===== src/rtl/crack_scheduler.sv =====
// crack_scheduler: hands key-space slices to a shared pool of search engines,
// lowest free engine first, counts completions and stops the pool on the
// first cracked key.

// Per-engine qualifier: a done pulse only counts while the engine is busy.
module crack_scheduler_lane (
    input  logic busy,
    input  logic done,
    input  logic found,
    output logic qual_done,
    output logic qual_hit
);
    assign qual_done = done & busy;
    assign qual_hit  = qual_done & found;
endmodule

module crack_scheduler #(
    parameter int N_ENG        = 4,
    parameter int TOTAL_SLICES = 29,
    parameter int SLICE_W      = 5,
    parameter int KEY_W        = 128
) (
    input  logic                   clk,
    input  logic                   rst,
    input  logic                   start,
    output logic                   rdy,
    output logic                   found,
    output logic [KEY_W-1:0]       result,
    output logic [N_ENG-1:0]       eng_start,
    output logic [SLICE_W-1:0]     eng_slice,
    output logic                   eng_abort,
    input  logic [N_ENG-1:0]       eng_done,
    input  logic [N_ENG-1:0]       eng_found,
    input  logic [N_ENG*KEY_W-1:0] eng_key,
    output logic [SLICE_W:0]       slices_done
);
    localparam int CNT_W = SLICE_W + 1;
    // next_slice tops out at TOTAL_SLICES, which fits in SLICE_W bits.
    localparam logic [SLICE_W-1:0] TOTAL_S   = SLICE_W'(TOTAL_SLICES);
    localparam logic [CNT_W-1:0]   TOTAL_CNT = CNT_W'(TOTAL_SLICES);

    typedef enum logic [1:0] {
        S_IDLE,
        S_RUN,
        S_ABORT,
        S_DONE
    } state_t;

    state_t               state_q, state_d;
    logic [N_ENG-1:0]     busy_q, busy_d;
    logic [SLICE_W-1:0]   next_slice_q, next_slice_d;
    logic [CNT_W-1:0]     slices_done_q, slices_done_d;
    logic                 found_q, found_d;
    logic [KEY_W-1:0]     result_q, result_d;
    logic                 rdy_q, rdy_d;
    logic [N_ENG-1:0]     eng_start_q, eng_start_d;
    logic [SLICE_W-1:0]   eng_slice_q, eng_slice_d;
    logic                 eng_abort_q, eng_abort_d;

    logic [N_ENG-1:0]     qual_done;
    logic [N_ENG-1:0]     qual_hit;
    logic [CNT_W-1:0]     done_cnt;
    logic [CNT_W-1:0]     done_sum;
    logic                 hit_any;
    logic [KEY_W-1:0]     hit_key;
    logic                 free_any;
    logic [N_ENG-1:0]     free_oh;

    for (genvar g = 0; g < N_ENG; g++) begin : g_lane
        crack_scheduler_lane u_lane (
            .busy      (busy_q[g]),
            .done      (eng_done[g]),
            .found     (eng_found[g]),
            .qual_done (qual_done[g]),
            .qual_hit  (qual_hit[g])
        );
    end

    // Completion popcount, lowest-index hit key and lowest free engine.
    // Descending scan so the lowest index is the last one written.
    always_comb begin
        done_cnt = '0;
        hit_any  = 1'b0;
        hit_key  = '0;
        free_any = 1'b0;
        free_oh  = '0;
        for (int i = N_ENG - 1; i >= 0; i--) begin
            done_cnt = done_cnt + CNT_W'(qual_done[i]);
            if (qual_hit[i]) begin
                hit_any = 1'b1;
                hit_key = eng_key[i*KEY_W +: KEY_W];
            end
            // Eligibility uses the registered busy mask, so an engine freed
            // this cycle is only reused from the next cycle on.
            if (!busy_q[i]) begin
                free_any   = 1'b1;
                free_oh    = '0;
                free_oh[i] = 1'b1;
            end
        end
    end

    // Next-state and registered-output logic for the search FSM.
    always_comb begin
        state_d       = state_q;
        busy_d        = busy_q;
        next_slice_d  = next_slice_q;
        slices_done_d = slices_done_q;
        found_d       = found_q;
        result_d      = result_q;
        rdy_d         = rdy_q;
        eng_start_d   = '0;
        eng_slice_d   = '0;
        eng_abort_d   = 1'b0;
        done_sum      = slices_done_q + done_cnt;
        case (state_q)
            S_IDLE, S_DONE: begin
                if (start) begin
                    next_slice_d  = '0;
                    slices_done_d = '0;
                    busy_d        = '0;
                    found_d       = 1'b0;
                    result_d      = '0;
                    rdy_d         = 1'b0;
                    state_d       = S_RUN;
                end
            end
            S_RUN: begin
                busy_d        = busy_q & ~qual_done;
                slices_done_d = done_sum;
                if (hit_any) begin
                    // A hit suppresses dispatch and kills the pool next cycle.
                    found_d     = 1'b1;
                    result_d    = hit_key;
                    eng_abort_d = 1'b1;
                    state_d     = S_ABORT;
                end else begin
                    if (next_slice_q < TOTAL_S && free_any) begin
                        eng_start_d  = free_oh;
                        eng_slice_d  = next_slice_q;
                        busy_d       = busy_d | free_oh;
                        next_slice_d = next_slice_q + SLICE_W'(1);
                    end
                    if (done_sum == TOTAL_CNT) begin
                        found_d  = 1'b0;
                        result_d = '0;
                        rdy_d    = 1'b1;
                        state_d  = S_DONE;
                    end
                end
            end
            S_ABORT: begin
                // Completions racing the abort are dropped on purpose.
                busy_d  = '0;
                rdy_d   = 1'b1;
                state_d = S_DONE;
            end
            default: state_d = S_IDLE;
        endcase
    end

    // State and output registers with synchronous reset.
    always_ff @(posedge clk) begin
        if (rst) begin
            state_q       <= S_IDLE;
            busy_q        <= '0;
            next_slice_q  <= '0;
            slices_done_q <= '0;
            found_q       <= 1'b0;
            result_q      <= '0;
            rdy_q         <= 1'b0;
            eng_start_q   <= '0;
            eng_slice_q   <= '0;
            eng_abort_q   <= 1'b0;
        end else begin
            state_q       <= state_d;
            busy_q        <= busy_d;
            next_slice_q  <= next_slice_d;
            slices_done_q <= slices_done_d;
            found_q       <= found_d;
            result_q      <= result_d;
            rdy_q         <= rdy_d;
            eng_start_q   <= eng_start_d;
            eng_slice_q   <= eng_slice_d;
            eng_abort_q   <= eng_abort_d;
        end
    end

    assign rdy         = rdy_q;
    assign found       = found_q;
    assign result      = result_q;
    assign eng_start   = eng_start_q;
    assign eng_slice   = eng_slice_q;
    assign eng_abort   = eng_abort_q;
    assign slices_done = slices_done_q;
endmodule

===== config.mk =====
export PLATFORM = sky130hd
export DESIGN_NAME = crack_scheduler
export DESIGN_NICKNAME = d
export VERILOG_FILES = /design/src/rtl/crack_scheduler.sv
export SDC_FILE = /design/constraint.sdc
export NUM_CORES = 1
export LEC_CHECK = 0
export ABC_AREA = 1
export BUFFER_PORTS_ARGS = -buffer_cell sky130_fd_sc_hd__buf_2
export CAP_MARGIN = 20
export CORE_AREA = 2 2 257 259
export DETAILED_ROUTE_END_ITERATION = 10
export DIE_AREA = 0 0 259 261
export PLACE_DENSITY = 0.48
export REMOVE_ABC_BUFFERS = 1
export SLEW_MARGIN = 5
export SYNTH_ARGS = -nofsm -noshare
export SYNTH_HDL_FRONTEND = slang
export SYNTH_SLANG_ARGS = --single-unit

===== constraint.sdc =====
create_clock -name clk -period 3 [get_ports clk]
set_input_delay 0 -clock clk [delete_from_list [all_inputs] [get_ports clk]]
set_output_delay 0 -clock clk [all_outputs]
set_load 0.02 [all_outputs]

# Yosys cells after proc, flatten, opt, wreduce, memory -nomap -nowiden
# Index checks and enable logic that the tools add are counted.
word_totals:
  inputBits: 523
  reg_bits: 157
  wordCells: 91
  out_inout_bits: 146
op_classes:
  addsub: 5
  bitwise: 13
  magnitude_cmp: 1
  n_eq_ne: 9
  n_mux: 42
  n_reduce_logical: 11
ops:
  columns: ["operator", "count"]
  rows:
  - ["two-way mux 128 bit", 7]
  - ["one-hot mux 128 bit (2 select lines)", 1]
  - ["two-way mux 4 bit", 7]
  - ["two-way mux 5 bit", 3]
  - ["two-way mux 1 bit", 14]
  - ["one-hot mux 4 bit (3 select lines)", 1]
  - ["one-hot mux 6 bit (2 select lines)", 1]
  - ["one-hot mux 5 bit (2 select lines)", 1]
  - ["bitwise AND 1 bit", 8]
  - ["!= test 2 bit, second input constant", 4]
  - ["adder 6 x 4 -> 6 bit", 1]
  - ["equality test 6 x 5 -> 1 bit, second input constant", 1]
  - ["two-way mux 2 bit", 3]
  - ["two-way mux 6 bit", 1]
  - ["one-hot mux 2 bit (3 select lines)", 1]
  - ["AND reduction 3 bit", 2]
  - ["adder 5 x 1 -> 5 bit, second input constant", 1]
  - ["< comparator 5 bit, second input constant", 1]
  - ["adder 3 x 1 -> 4 bit", 1]
  - ["bitwise AND 4 bit", 1]
  - ["equality test 2 bit, second input constant", 2]
  - ["inverter 4 bit", 1]
  - ["OR 4 bit", 1]
  - ["AND reduction 2 bit", 2]
  - ["other kinds (13)", 15]

# Logic depth before layout (Yosys ltp)
# Gate-level depths: netlist of the first run.
logic_depth:
  depth_word: 9
  mapped_depth: 19
  ltp_nobuf: 16

# Hierarchy
# Synthesis of the first run repeated with hierarchy kept, for this count alone.
unflattened:
  cells_unflattened: 1468
  hier_area_um2: 10390.0
by_module_without_submodules:
  columns: ["module", "cells_per_inst", "n_inst", "area_per_inst_um2"]
  rows:
  - ["crack_scheduler", 1452, 1, 10319.9]
  - ["crack_scheduler_lane", 4, 4, 17.5]

# Worst setup path after synthesis of the first run
# Ideal clock, no wire load.
synth_path:
  kind: "reg-to-reg"
  start: "register slices_done_q[0] (netlist: slices_done[0])"
  end: "register result_q[1] (netlist: result[1])"
  t_required_ps: 2858
  stages_incl_launch_ff: 18
  synth_period_minus_slack_ps: 3134
  path_buffers: 2
  arrival_time_ps: 2992
  setup_ps: 142
  setup_slack_ps: -134
  cell_sequence: "dfxtp_1 inv_1 fa_1 inv_1 fa_1 fa_1 nand2_1 nand2_1 nor2_1 nand2_1 nor2_1 nand2_1 nand2_1 nand2_2 buf_12 buf_6 nand2_1 a21oi_2"
synth_via:
  elab_chain_len: 4
synth_lines:
  columns: ["element", "line_no", "rtl"]
  rows:
  - ["from (decl)", "52", "logic [CNT_W-1:0] slices_done_q, slices_done_d;"]
  - ["from (signal assigned)", "179", "slices_done_q <= slices_done_d;"]
  - ["adder 6 x 4 -> 6 bit", "115", "done_sum = slices_done_q + done_cnt;"]
  - ["equality test 6 x 5 -> 1 bit", "144", "if (done_sum == TOTAL_CNT) begin"]
  - ["!= test 3 bit (no line)", null, null]
  - ["AND reduction 3 bit (no line)", null, null]
  - ["to (signal assigned)", "181", "result_q <= result_d;"]
  - ["to (decl)", "54", "logic [KEY_W-1:0] result_q, result_d;"]
# No other way between the ends.
# A chain may end at the register's enable or synchronous reset.

# Worst setup path after layout of the first run
layout_path:
  start: "register slices_done_q[0] (netlist: slices_done[0])"
  end: "register result_q[83] (netlist: result[83])"
# The elaborated chain is that of the path after synthesis.

==> flow_summary.toml, run 1 <==
[status]
outcome = "finished, final reports clean"

[final_layout]
fillers = 7280
final_nets = 3036
fin_area_sq_mm = 0.0186
mostFrequentLayoutCells = "665 x buf_2, 279 x nor2_1, 261 x dlygate4sd3_1"
final_cell_count_no_fill = 3384
layout_commonest_cell = "buf_2"
ff_latch_area_sq_mm = 0.00315
drive_above_1_share_pct = 35.3
area_growth_pct = 79.2
multi_input_area_sq_mm = 0.00659

[global_route]
grt_pass1_wl_mm = 82.8
overflow = 0
grt_max_degree = 129
grt_pass1_vias = 14800
antenna_found_initial = 2
grt_usage_pct = 15.7

[placement]
routabilityCongestion = 0.858
placedInstanceArea_sq_mm = 0.0146
dpl.hpwl_mm = 39.4
portBuffers = 668
place_inst = 3073

[timing]
max_freq_ghz = 0.335
finalCriticalPeriod_ns = 2.99
tns_ns = 0
setup_viol = 0
worst_slew_pin_slew_ns = 0.821
rsz0062_at_grt = "true"
max_slew_margin_pct = 44.7
fin_worst_skew_ns = 0.0145
period_share_pct = 99.5
fin_worst_hold_slack_ns = 0.0368
final_hold_viol_count = 0
report.final.slew_viol_count = 0

[setup_path]
cp_max_fo = 7
cp-end-kind = "flip-flop"
critPathKind = "flip-flop to flip-flop"
cp-start-kind = "flip-flop"
required_ns = 3.34
worstPathArrival_ns = 3.32

[logic_synthesis]
yosys.cell_types.count = 33
ys.flop_type = "dfxtp_1"
syn_inst = 1659
synth-xor-area-share_pct = 0.254
syn_avg_cell_area_sq_um = 6.24
synth_area_sq_mm = 0.0104
synth_seq_cells = 157
ys_seq_area_share_pct = 30.3
ys_warn_count = 0
synthMuxAreaShare_pct = 0
synth_fa_ha_area_share_pct = 1.06
ys_async_sr_fraction_pct = 0
synth_edf_count = 0
synth-compound-area-share_pct = 35.8
yosys.area_share.simple_pct = 23.3
synth_top_family_by_area = "compound AO/OA/AOI/OAI gates"

[job]
maxCapViolCount = 0

[cts]
clock_path_buffers = 2
cts_buffers = 17
h-tree-depth = 4
cts_tree = "done"
clkSinkCount = 157
cts-root-buf = "clkbuf_16"
clk_pin_slew_ns = 0.07
clk_latency_ns = 0.48

[route]
viasPerCell = 4.64
antenna_left = 0
drt_iter0_markers = 1041
vias = 15700
wl_per_cell_microns = 17.7
drc = 0
dr.pass1.iters = 5
totalWireLength_mm = 59.8

[die]
initial_utilization_pct = 15.9
top_level_ports = 669
die_w_microns = 259
die_height_microns = 261
die_area_sq_mm = 0.0676
core_sq_mm = 0.0650
num_rows = 94

[pwr]
p_per_area_mw_per_mm2 = 429
max-vdd-ir-drop_mv = 0.404
leakagePower_nw = 8.01

[worst_hold_path]
min_path_type = "input pin to flip-flop"
## power breakdown
part / internal [mW] / leakage [nW] / switching (mW)
sequential: 2.12 / 1.27 / 0.0235
clock: 1.12 / 0.284 / 1.12
combinational: 1.67 / 6.46 / 1.92
total: 4.91 / 8.01 / 3.07
## area by class of cell
cell class	count	share of cell area, %
diodes	1	0.0135
clock buffers	17	2.29
clock inverters	15	0.937
inverters	31	0.694
multi-input cells	1298	35.5
flip-flops and latches	157	16.9
well taps	864	5.82
repair buffers	1001	37.8
## per-stage QoR
stage / util [%] / setup WS (ns) / total power, mW
after floorplan: - / -2.02 / 3.16
after global placement: 22.5 / -0.220 / 4.48
after detailed placement: 22.5 / -0.203 / 4.46
after CTS: 27.7 / -0.0120 / 7.32
after global routing: 28.5 / -0.152 / 8.41
final: 28.5 / 0.0139 / 7.97
## cells in the mapped netlist (all sizes together), types with 2 or more instances
library cell	count	share of area, %
nand2	311	11
nor2	282	10
o21ai	260	13
a31oi	256	15
dfxtp	157	30
a21oi	146	7.4
clkbuf	110	4.0
buf	63	4.1
inv	30	1.1
nand3	21	1.1
nand4	5	0.30
ha	4	0.48
fa	3	0.58
xor2	3	0.25
nor3	2	0.097
## worst paths after layout
path	slack [ns]	to	from	cells past startpoint
worst min-delay path	0.04	result[115]	eng_key[115]	5
worst max-delay path	0.01	result[83]	slices_done[0]	18
worst min register to register	0.46	result[118]	result[118]	2
worst max register to register	0.01	result[83]	slices_done[0]	18
## what timing repair did
action	in CTS	in global routing
pin swaps	5	3
hold buffers	261	0
hold endpoints to repair	135	0
setup buffers	5	4
gates resized for setup	15	105
setup endpoints to repair	125	124
cloned	1	8
## logic make-up (layout without fill, tap and decap cells)
| kind of cell | count (synthesis) | after routing |
|---|---|---|
| and+or+nand+nor | 621 | 621 |
| AOI/OAI and AO/OA | 667 | 667 |
| buffers and inverters | 204 | 1064 |
| xor gates and xnor gates | 3 | 3 |
| adders and majority gates | 7 | 7 |
| other | 0 | 1 |
| DFF | 157 | 157 |
## critical path: stages, from the launching register on
cell and delay (ns):
dfxtp_2 0.33, inv_2 0.04, fa_1 0.54, inv_2 0.04, fa_2 0.34, fa_2 0.44, inv_2 0.06, nand2_1 0.04
nor2_1 0.09, nand2_1 0.05, nor2_1 0.08, nand2_1 0.08, nand2_2 0.09, nand2_4 0.07, buf_12 0.15, buf_12 0.13
clkbuf_16 0.16, nand2_2 0.05, a21oi_1 0.05
## state kept, by name, indices dropped and copies added, names as in the netlist
signal / flops
state_q: 2
slices_done: 6
eng_start: 4
result: 128
rdy: 1
eng_abort: 1
busy_q: 4
eng_slice: 5
next_slice_q: 5
found: 1
## metal layers
layer	vias up	routed length, microns	GRT usage [%]	part of all wire, %
met3	146	4330	3.78	7.3
li1	7497	-	-	-
met4	2	2400	7.02	4.0
met2	800	28500	26.7	48
met1	7253	24500	18.6	41
met5	-	7	0	0.012
(Power assumes the default switching activity.)
==> run 2: changes to the inputs <==
--- a/config.mk
+++ b/config.mk
@@ -11,7 +11,7 @@
 export CORE_AREA = 2 2 257 259
 export DETAILED_ROUTE_END_ITERATION = 10
 export DIE_AREA = 0 0 259 261
-export PLACE_DENSITY = 0.48
+export PLACE_DENSITY_LB_ADDON = 0.2
 export REMOVE_ABC_BUFFERS = 1
 export SLEW_MARGIN = 5
 export SYNTH_ARGS = -nofsm -noshare
==> constraint.sdc (replaced) <==
create_clock -name clk -period 3 [get_ports clk]
set_input_delay 0 -clock clk [delete_from_list [all_inputs] [get_ports clk]]
set_output_delay 0 -clock clk [all_outputs]
set_load 0.005 [all_outputs]
==> run 2 against run 1 <==
  * The flow now finishes with violations (negative setup slack)
  * Clock skew fell by 0.00074 ns
  * Count of clock-buffer cells in the layout did not move
  * Design area rose by 0.69%
  * Sequential cell count did not move
  * Setup slack got worse by 0.030 ns
  * Via count fell by 0.85%
  * Maximum frequency fell by 0.99%
  * Wire length rose by 2.0%
  * Global-route usage rose by 0.66 points
  * Largest cell class is now multi-input gates
==> flow_summary.toml, run 2 (synthesis results as in run 1) <==
[pwr]
max-vdd-ir-drop_mv = 0.407
leakagePower_nw = 8.10
p_per_area_mw_per_mm2 = 450

[setup_path]
required_ns = 3.41
worst-r2r-setup-slack_ns = -0.02
path_buf_inv = 5
crit_cells = 17
path_common_cell = "nand2_1"
worstReg2RegStart = "slices_done[0]"
setup.worst_path.start = "slices_done[0]"
critPathTopFamily = "adder cells"
endpoint = "result[115]"
r2r-end = "result[115]"
worstPathArrival_ns = 3.42
worstRegToRegCells = 17
cp-start-kind = "flip-flop"
cp_max_fo = 8
cp-end-kind = "flip-flop"
cp_slowest_cell = "fa_2"
crit_path_cell_trace = "inv_2, fa_1, inv_1, fa_2, fa_2, inv_2, nand2_2, nor2_2, nand2_1, nor2_1, nand2_1, nand2_2, nand2_4, clkbuf_16, clkbuf_16, nand2_1, a21oi_1"
critPathKind = "flip-flop to flip-flop"
cpPeakStageDelay_ns = 0.55

[placement]
pre_cts_slack_ns = -0.184
placedInstanceArea_sq_mm = 0.0145
routabilityCongestion = 0.884
dpl.hpwl_mm = 40.8
portBuffers = 668

[timing]
fin_worst_skew_ns = 0.0137
rsz0062_at_grt = "true"
report.final.slew_viol_count = 0
finalCriticalPeriod_ns = 3.02
worst_slack_ns = -0.0159
fin_worst_hold_slack_ns = 0.0211
worst_slew_pin_slew_ns = 0.794
setup_viol = 2
final_hold_viol_count = 0
period_share_pct = 101
max_slew_margin_pct = 47.1
max_freq_ghz = 0.332

[global_route]
antenna_found_initial = 3
grt_pass1_wl_mm = 85.8
grt_usage_pct = 16.3
grt_pass1_vias = 15100
grt_max_degree = 129
overflow = 0

[cts]
clk_pin_slew_ns = 0.08
cts-root-buf = "clkbuf_16"
h-tree-depth = 4
clk_latency_ns = 0.47
cts_buffers = 17
clock_path_buffers = 2
clkSinkCount = 157
cts_tree = "done"

[route]
drt_iter0_markers = 1088
drc = 0
vias = 15600
wl_per_cell_microns = 18.1
dr.pass1.iters = 8
viasPerCell = 4.63
totalWireLength_mm = 60.9
antenna_left = 0

[final_layout]
drive_above_1_share_pct = 37.5
fillers = 7319
fin_area_sq_mm = 0.0187
final_nets = 3016
layout_commonest_cell = "buf_2"
area_growth_pct = 80.5
mostFrequentLayoutCells = "665 x buf_2, 278 x nor2_1, 256 x a31oi_1"
largest_reg_flops = 128

[job]
maxCapViolCount = 0

[die]
core_sq_mm = 0.0650
num_rows = 94
die_height_microns = 261
die_w_microns = 259
die_area_sq_mm = 0.0676
initial_utilization_pct = 15.9
top_level_ports = 669

[worst_hold_path]
hold_depth = 5
min_path_type = "input pin to flip-flop"

[status]
violations = "negative setup slack"
outcome = "complete, but fails checks"
-- run 2: layout make-up --
cell class / count / area (sq um) / share of cell area, %
Sequential cell: 157 / 3150 / 16.8
Clock inverter: 15 / 151 / 0.810
Tap cell: 864 / 1080 / 5.78
Inverter: 31 / 126 / 0.676
Antenna cell: 1 / 2.50 / 0.0134
Multi-Input combinational cell: 1298 / 6890 / 36.8
Clock buffer: 17 / 425 / 2.28
Timing Repair Buffer: 981 / 6880 / 36.8
-- run 2: worst min path at each step --
stage,start,end,slack [ns]
2_1_floorplan,rst,result[0],0.06
3_3_place_gp,eng_key[83],result[83],0.39
3_5_place_dp,eng_key[62],result[62],0.39
4_1_cts,eng_key[141],result[13],0.002
5_1_grt,eng_key[55],result[55],0.02
6_report,eng_key[56],result[56],0.02
-- run 2: routing by layer --
| metal | up-vias | share of wire [%] | track usage (%) |
|---|---|---|---|
| met2 | 752 | 49 | 28.7 |
| met5 | - | 0.011 | 0 |
| met4 | 2 | 2.9 | 6.09 |
| li1 | 7443 | - | - |
| met3 | 102 | 7.2 | 3.75 |
| met1 | 7266 | 41 | 19.3 |
-- run 2: worst min-delay path, stage by stage --
cell     delay [ns]
buf_2          0.10
nor2_1         0.10
nor2_1         0.05
nand2_1        0.12
a21oi_1        0.08
-- run 2: power breakdown --
group,internal [mW],leakage (nW),switching (mW)
Clock,1.17,0.278,1.06
Combinational,1.84,6.56,2.19
Sequential,2.12,1.27,0.0221
Total,5.13,8.10,3.28
-- run 2: per-stage QoR --
stage / utilization, % / TNS, ns / instances / total power [mW]
global placement: 22.2 / -18.38 / 3058 / 4.24
detailed placement: 22.2 / -17.18 / 3058 / 4.24
CTS: 27.3 / -0.623 / 3344 / 7.31
finish: 28.7 / -0.0175 / 3364 / 8.41
global route: 28.7 / -13.97 / 3364 / 8.91
floorplan: - / -253.67 / 1486 / 3.14
-- run 2: what timing repair did --
item,in CTS,in global routing
setup buffers,4,4
cloned,4,14
pin swaps,4,39
hold endpoints to repair,135,0
hold buffers,246,0
gates resized for setup,16,166
setup endpoints to repair,129,132
